`src/rtl/dpr_fifo_ctrl_pkg.sv`:
```
// Purpose: shared constants and types for the dual-port-RAM FIFO controller.
// Latency: n/a (declarations only).
// Backpressure: n/a.
package dpr_fifo_ctrl_pkg;

    localparam int DATA_WIDTH_DEF = 8;
    localparam int ADDR_WIDTH_DEF = 8;
    localparam int RAM_DEPTH_DEF  = 1 << ADDR_WIDTH_DEF;
    // The two-entry output buffer adds to what the RAM alone can hold.
    localparam int OBUF_DEPTH     = 2;
    localparam int CAPACITY_DEF   = RAM_DEPTH_DEF + OBUF_DEPTH;

    // Occupancy of the output buffer: 0, 1 or 2.
    typedef logic [1:0] obuf_cnt_t;

endpackage

```
`src/rtl/dpr_fifo_ctrl_if.sv`:
```
// Purpose: push/pop handshake bundle between the FIFO and its neighbours.
// Latency: n/a (wires only).
// Backpressure: in_ready throttles the producer, out_ready throttles the FIFO.
// Ports: in_valid/in_data/in_ready (push side), out_valid/out_data/out_ready (pop side).
interface dpr_fifo_ctrl_if #(
    parameter int DATA_WIDTH = dpr_fifo_ctrl_pkg::DATA_WIDTH_DEF
);
    logic                  in_valid;
    logic [DATA_WIDTH-1:0] in_data;
    logic                  in_ready;
    logic                  out_valid;
    logic [DATA_WIDTH-1:0] out_data;
    logic                  out_ready;

    // Environment side: produces pushes and consumes pops.
    modport master (
        output in_valid, in_data, out_ready,
        input  in_ready, out_valid, out_data
    );

    // FIFO side.
    modport slave (
        input  in_valid, in_data, out_ready,
        output in_ready, out_valid, out_data
    );
endinterface

```
`src/rtl/dpr_fifo_obuf.sv`:
```
// Purpose: two-entry output buffer holding words returned from the RAM read port.
// Latency: a loaded word is visible at head the cycle after the load edge.
// Backpressure: none internally; the controller never loads while two are held without a pop.
// Ports: clk, rst_n, load/load_data (write), pop (remove head), head, count.
module dpr_fifo_obuf #(
    parameter int DATA_WIDTH = dpr_fifo_ctrl_pkg::DATA_WIDTH_DEF
) (
    input  logic                         clk,
    input  logic                         rst_n,
    input  logic                         load,
    input  logic [DATA_WIDTH-1:0]        load_data,
    input  logic                         pop,
    output logic [DATA_WIDTH-1:0]        head,
    output dpr_fifo_ctrl_pkg::obuf_cnt_t count
);
    import dpr_fifo_ctrl_pkg::*;

    logic [DATA_WIDTH-1:0] ent0;
    logic [DATA_WIDTH-1:0] ent1;
    obuf_cnt_t             cnt;

    // ent0 is always the head; ent1 only ever holds the second-oldest word.
    always_ff @(posedge clk) begin
        if (!rst_n) begin
            ent0 <= '0;
            ent1 <= '0;
            cnt  <= '0;
        end else begin
            unique case ({load, pop})
                2'b10: begin
                    if (cnt == 2'd0) ent0 <= load_data;
                    else             ent1 <= load_data;
                    cnt <= cnt + 2'd1;
                end
                2'b01: begin
                    ent0 <= ent1;
                    cnt  <= cnt - 2'd1;
                end
                2'b11: begin
                    // Pop implies cnt >= 1; count is unchanged.
                    if (cnt == 2'd1) begin
                        ent0 <= load_data;
                    end else begin
                        ent0 <= ent1;
                        ent1 <= load_data;
                    end
                end
                default: ;
            endcase
        end
    end

    assign head  = ent0;
    assign count = cnt;

endmodule

```
`src/rtl/dpr_fifo_ctrl.sv`:
```
// Purpose: FIFO controller around an external dual-port RAM (port A write, port B read).
// Latency: push to out_valid is 2 edges when empty; one push and one pop per cycle sustained.
// Backpressure: in_ready drops when the RAM holds 2**ADDR_WIDTH words; out_ready stalls the buffer.
// Ports: clk, rst_n, io (push/pop handshake), a_* (RAM write), b_* (RAM read), level.
module dpr_fifo_ctrl #(
    parameter int DATA_WIDTH = dpr_fifo_ctrl_pkg::DATA_WIDTH_DEF,
    parameter int ADDR_WIDTH = dpr_fifo_ctrl_pkg::ADDR_WIDTH_DEF
) (
    input  logic                  clk,
    input  logic                  rst_n,
    dpr_fifo_ctrl_if.slave        io,
    output logic [DATA_WIDTH-1:0] a_data,
    output logic [ADDR_WIDTH-1:0] a_addr,
    output logic                  a_we,
    output logic [ADDR_WIDTH-1:0] b_addr,
    output logic [DATA_WIDTH-1:0] b_data,
    output logic                  b_we,
    input  logic [DATA_WIDTH-1:0] b_q,
    output logic [ADDR_WIDTH+1:0] level
);
    import dpr_fifo_ctrl_pkg::*;

    localparam logic [ADDR_WIDTH:0] RAM_DEPTH = {1'b1, {ADDR_WIDTH{1'b0}}};

    // One extra pointer bit distinguishes full from empty.
    logic [ADDR_WIDTH:0] wr_ptr;
    logic [ADDR_WIDTH:0] rd_ptr;
    logic [ADDR_WIDTH:0] ram_count;
    logic                inflight;
    obuf_cnt_t           obuf_count;
    logic                push;
    logic                pop;
    logic                rd_issue;
    logic [2:0]          obuf_need;

    assign ram_count = wr_ptr - rd_ptr;

    // Depends only on registered pointers (and reset), never on out_ready or in_valid,
    // so a read issuing while full does not open a slot until the next cycle.
    assign io.in_ready  = rst_n && (ram_count < RAM_DEPTH);
    assign push         = io.in_valid && io.in_ready;

    assign io.out_valid = (obuf_count != 2'd0);
    assign pop          = io.out_valid && io.out_ready;

    // Slots the buffer will still need after this edge; a read is only launched
    // if its word is guaranteed a free slot when it returns next cycle.
    // pop implies obuf_count >= 1, so this never underflows.
    assign obuf_need = {1'b0, obuf_count} + {2'b00, inflight} - {2'b00, pop};
    // ram_count > 0 means rd_ptr addresses a word written on an earlier edge,
    // so the read never collides with this cycle's write.
    assign rd_issue  = (ram_count != '0) && (obuf_need <= 3'd1);

    assign a_we   = push;
    assign a_addr = wr_ptr[ADDR_WIDTH-1:0];
    assign a_data = io.in_data;
    assign b_addr = rd_ptr[ADDR_WIDTH-1:0];
    assign b_we   = 1'b0;
    assign b_data = '0;

    always_ff @(posedge clk) begin
        if (!rst_n) begin
            wr_ptr   <= '0;
            rd_ptr   <= '0;
            inflight <= 1'b0;
            level    <= '0;
        end else begin
            if (push)     wr_ptr <= wr_ptr + 1'b1;
            if (rd_issue) rd_ptr <= rd_ptr + 1'b1;
            // b_q carries the issued word exactly one cycle later.
            inflight <= rd_issue;
            if (push && !pop)      level <= level + 1'b1;
            else if (!push && pop) level <= level - 1'b1;
        end
    end

    dpr_fifo_obuf #(
        .DATA_WIDTH (DATA_WIDTH)
    ) u_obuf (
        .clk       (clk),
        .rst_n     (rst_n),
        .load      (inflight),
        .load_data (b_q),
        .pop       (pop),
        .head      (io.out_data),
        .count     (obuf_count)
    );

endmodule
```
`src/flat_wrapper.sv`:
```
// flat-port wrapper written by rule: the top's interface ports become plain ports
module dpr_fifo_ctrl_flat import dpr_fifo_ctrl_pkg::*;
#(
    parameter int DATA_WIDTH = dpr_fifo_ctrl_pkg::DATA_WIDTH_DEF,
    parameter int ADDR_WIDTH = dpr_fifo_ctrl_pkg::ADDR_WIDTH_DEF
)
  (clk, rst_n, a_data, a_addr, a_we, b_addr, b_data, b_we, b_q, level, io_in_valid, io_in_data, io_out_ready, io_in_ready, io_out_valid, io_out_data);
  dpr_fifo_ctrl_if #(.DATA_WIDTH(DATA_WIDTH)) io_i ();
  input  logic clk;
  input  logic rst_n;
  output logic [DATA_WIDTH-1:0] a_data;
  output logic [ADDR_WIDTH-1:0] a_addr;
  output logic a_we;
  output logic [ADDR_WIDTH-1:0] b_addr;
  output logic [DATA_WIDTH-1:0] b_data;
  output logic b_we;
  input  logic [DATA_WIDTH-1:0] b_q;
  output logic [ADDR_WIDTH+1:0] level;
  input wire logic [$bits(io_i.in_valid)-1:0] io_in_valid;
  input wire logic [$bits(io_i.in_data)-1:0] io_in_data;
  input wire logic [$bits(io_i.out_ready)-1:0] io_out_ready;
  output wire logic [$bits(io_i.in_ready)-1:0] io_in_ready;
  output wire logic [$bits(io_i.out_valid)-1:0] io_out_valid;
  output wire logic [$bits(io_i.out_data)-1:0] io_out_data;
  assign io_i.in_valid = io_in_valid;
  assign io_i.in_data = io_in_data;
  assign io_i.out_ready = io_out_ready;
  assign io_in_ready = io_i.in_ready;
  assign io_out_valid = io_i.out_valid;
  assign io_out_data = io_i.out_data;
  dpr_fifo_ctrl #(.DATA_WIDTH(DATA_WIDTH), .ADDR_WIDTH(ADDR_WIDTH)) u_core (.clk(clk), .rst_n(rst_n), .io(io_i), .a_data(a_data), .a_addr(a_addr), .a_we(a_we), .b_addr(b_addr), .b_data(b_data), .b_we(b_we), .b_q(b_q), .level(level));
endmodule
```
`config.mk`:
```
export PLATFORM = sky130hd
export DESIGN_NAME = dpr_fifo_ctrl_flat
export DESIGN_NICKNAME = d
export VERILOG_FILES = /design/src/rtl/dpr_fifo_ctrl_pkg.sv /design/src/rtl/dpr_fifo_ctrl_if.sv /design/src/rtl/dpr_fifo_obuf.sv /design/src/rtl/dpr_fifo_ctrl.sv /design/src/flat_wrapper.sv
export SDC_FILE = /design/constraint.sdc
export NUM_CORES = 1
export LEC_CHECK = 0
export ABC_CLOCK_PERIOD_IN_PS = 6000
export CORE_ASPECT_RATIO = 1.75
export CORE_MARGIN = 2
export CORE_UTILIZATION = 35
export DETAILED_ROUTE_END_ITERATION = 7
export GPL_TIMING_DRIVEN = 0
export HOLD_SLACK_MARGIN = 0.06
export PLACE_DENSITY = 0.57
export SYNTH_ARGS = -nofsm -noshare
export SYNTH_HDL_FRONTEND = slang
export SYNTH_SLANG_ARGS = --single-unit
```
`constraint.sdc`:
```
create_clock -name clk -period 6 [get_ports clk]
set_input_delay 0.9 -clock clk [delete_from_list [all_inputs] [get_ports clk]]
set_output_delay 0.9 -clock clk [all_outputs]
set_load 0.01 [all_outputs]
```
==> impl_metrics.ini <==
[status]
outcome = finished clean

[synth]
ys_ff_latch = 47
synth_edf_count = 0
ys_seq_area_share_pct = 30.27
netlist_area_sq_mm = 0.003108
synth_warnings = 0
synth.avg_cell_area_sq_um = 8.094
async_reset_ff_share_pct = 0
synth.distinct_cells = 44
synth_top_flop_cell = dfxtp_1
postSynthCellCount = 384

[placed_design]
dpl.hpwl_um = 5878
gp_congestion = 0.9091
port_buffers = 56

[cts]
cts_hold_buf = 0
worstSkewPairLatency_ps = 300
cts_buffers = 5
cts.sink_count = 47
cts_resized = 0
cts_max_level = 2
cts_buffer_depth = 2
root_buffer = clkbuf_16
clkTransAtPathRegs_ps = 70
cts_tree = built
postCtsSetupBuffers = 0

[finish]
area.sequential_sq_um = 940.9
final_cell_mix = clkdlybuf4s50_1 (56), nor2_1 (50), dfxtp_1 (47), buf_4 (33), a21oi_1 (29)
antenna_cells = 0
drive_above_1_share_pct = 10.31
layout_commonest_cell = clkdlybuf4s50_1
multi_input_area_sq_mm = 0.001798
utilization_pct = 46.33
n_fill_cell = 901
nets = 503
area_growth_syn_to_layout_pct = 29.27

[grt]
antenna_found_initial = 0
grt_pass1_vias = 2687
grtUsageTotal_pct = 16.14
grt_first_pass_wirelength_um = 12080
grt_max_degree = 17
grt-ovfl-total = 0

[sta]
min_period_over_period_pct = 80.78
max_freq_ghz = 0.2063
setup_violations = 0
rsz0062_at_grt = false
whs_ps = 490.0
max_slew_margin_pct = 31.45
hold_viol = 0
fin_setup_tns_ps = 0
slew_viol_final = 0
clock_skew_ps = 7.209
tightestPinTransition_ps = 1024
fin_crit_ps = 4847

[die]
die_area_sq_mm = 0.009680
die_h_um = 128.7
rows = 45
core_area_sq_mm = 0.008671
dieWidth_um = 75.24
ios = 74
start_util_pct = 35.84

[routing]
drt_iter0_drc = 95
antenna_left = 0
drt_wl_total_um = 7486
first_pass_iters = 4
wl_per_cell_um = 13.06
vias = 2822
drc = 0
avgViaCountPerCell = 4.925

[hold_path]
whs_endpoint = u_core.rd_ptr[8]
min_from = u_core.rd_ptr[8]
hold_path.class = reg -> reg
whs_path_depth = 2

[power_and_ir_drop]
p_switching_mw = 0.7135
power_frac_comb_pct = 55.5
p_clk_share_pct = 18.6
powerDensity_mw_per_mm2 = 442.7
p_int_mw = 1.065
p_sw_share_pct = 40.11
power.leakage_nw = 1.748
ir_drop_uv = 238.9
p_seq_share_pct = 25.9

[worst_setup_path]
worstPathArrival_ps = 5070
cp_top_family = compound AO/OA/AOI/OAI gates
crit_slowest_cell = xnor2_1
reg2reg_slack_ps = 1150
critPathBufInv = 3
end_kind = flip-flop
cp_common_cell = ha_1
slowest_delay_ps = 440
r2r_start = u_core.wr_ptr[0]
crit_type = reg -> reg
r2r-end = u_core.level[9]
start_kind = flip-flop
rr_worst_depth = 19
cp_cell_sequence = inv_1 -> ha_1 -> fa_1 -> nand2b_1 -> a21oi_1 -> o22ai_1 -> xnor2_1 -> nor3b_1 -> buf_2 -> ha_1 -> inv_1 -> ha_1 -> a211oi_1 -> o21a_1 -> o21ai_0 -> a211oi_1 -> xnor2_1 -> or3_1 -> a21oi_1
cp.required_ps = 6220
crit_fanout = 11

[run]
drv_cap = 0
worst max path at each step:
| stage | start | end | slack, ps | cells past startpoint |
|---|---|---|---|---|
| 2_1_floorplan | u_core.wr_ptr[0] | u_core.level[9] | 1870 | 19 |
| 3_3_place_gp | u_core.wr_ptr[0] | u_core.level[9] | 1280 | 19 |
| 3_5_place_dp | u_core.wr_ptr[0] | u_core.level[9] | 1200 | 19 |
| 4_1_cts | u_core.wr_ptr[0] | u_core.level[9] | 1160 | 19 |
| 5_1_grt | u_core.wr_ptr[0] | u_core.level[9] | 770 | 19 |
| 6_report | u_core.wr_ptr[0] | u_core.level[9] | 1150 | 19 |
registers in the layout (all words and copies together), names as in the netlist:
| name | count |
|---|---|
| u_core.u_obuf.ent1 | 8 |
| u_core.wr_ptr | 9 |
| u_core.u_obuf.head | 8 |
| u_core.rd_ptr | 9 |
| u_core.level | 10 |
| u_core.inflight | 1 |
| u_core.u_obuf.count | 2 |
Yosys cell counts, drive strengths merged (3+ instances only):
| master | number | share of area (%) |
|---|---|---|
| nand4 | 4 | 0.81 |
| xor2 | 5 | 1.4 |
| nand2 | 28 | 3.4 |
| o31ai | 4 | 0.97 |
| mux2i | 19 | 6.1 |
| and3 | 5 | 1.0 |
| or3 | 4 | 0.81 |
| o21ai | 19 | 3.1 |
| fa | 3 | 1.9 |
| xnor2 | 8 | 2.3 |
| a22oi | 9 | 2.2 |
| ha | 25 | 10 |
| buf | 36 | 8.9 |
| nor3 | 7 | 1.1 |
| nor2 | 50 | 6.0 |
| dfxtp | 47 | 30 |
| nand2b | 8 | 1.6 |
| nand3 | 11 | 1.8 |
| a21oi | 29 | 4.7 |
| clkbuf | 8 | 0.97 |
| inv | 24 | 2.9 |
| or4 | 3 | 0.72 |
| a211oi | 4 | 0.97 |
area by class of cell:
type                    count  area share, %
well taps                 117          3.644
repair buffers             56          13.95
multi-input cells         276          44.75
plain buffers              44          7.599
flip-flops and latches     47          23.42
inverters                  25          2.336
clock buffers               5          3.114
clock inverters             3          1.183
cells by family (layout without fill, tap and decap cells):
group           count (synthesis)  after routing  share of synthesized area [%]
xor+xnor                       13             13                          3.663
buf+inv                        69            133                          12.84
compound gates                 77             77                          15.38
mux                            19             19                          6.119
simple gates                  130            130                          19.61
fa+ha+maj                      28             28                          12.00
flops                          47             47                          30.27
other cells                     1              9                         0.1207
power groups by stage:
stage          clock network [mW]  logic (mW)  registers [mW]
3_5_place_dp                    0       0.991           0.467
3_3_place_gp                    0       0.979           0.466
4_1_cts                     0.338       0.996           0.462
2_1_floorplan                   0       0.689           0.473
5_1_grt                     0.352        1.11           0.472
6_report                    0.330       0.988           0.460
tightest hold or removal path, stage by stage (launching register included):
cell and delay, ps:
dfxtp_1 330, nand2_1 60, mux2i_1 60
per-layer routing:
metal  part of all wire, %  up-vias  wire [um]  GRT usage [%]
met4                   3.5        0        261          8.050
met1                    39     1323       2907          16.49
met5                     0        -          0              0
met2                    54       67       4071          30.13
li1                      -     1418          -              -
met3                   3.3       14        246          2.741
through the flow:
step                      setup slack [ps]  total power [mW]  cell area, sq um  instances
after floorplan                       1871             1.162              3138        392
after global placement                1283             1.445              3845        565
after detailed placement              1201             1.459              3845        565
after CTS                             1157             1.795              4018        573
after global routing                 769.1             1.929              4018        573
final                                 1153             1.779              4018        573
Note: power is estimated with default switching activity, not from simulation.
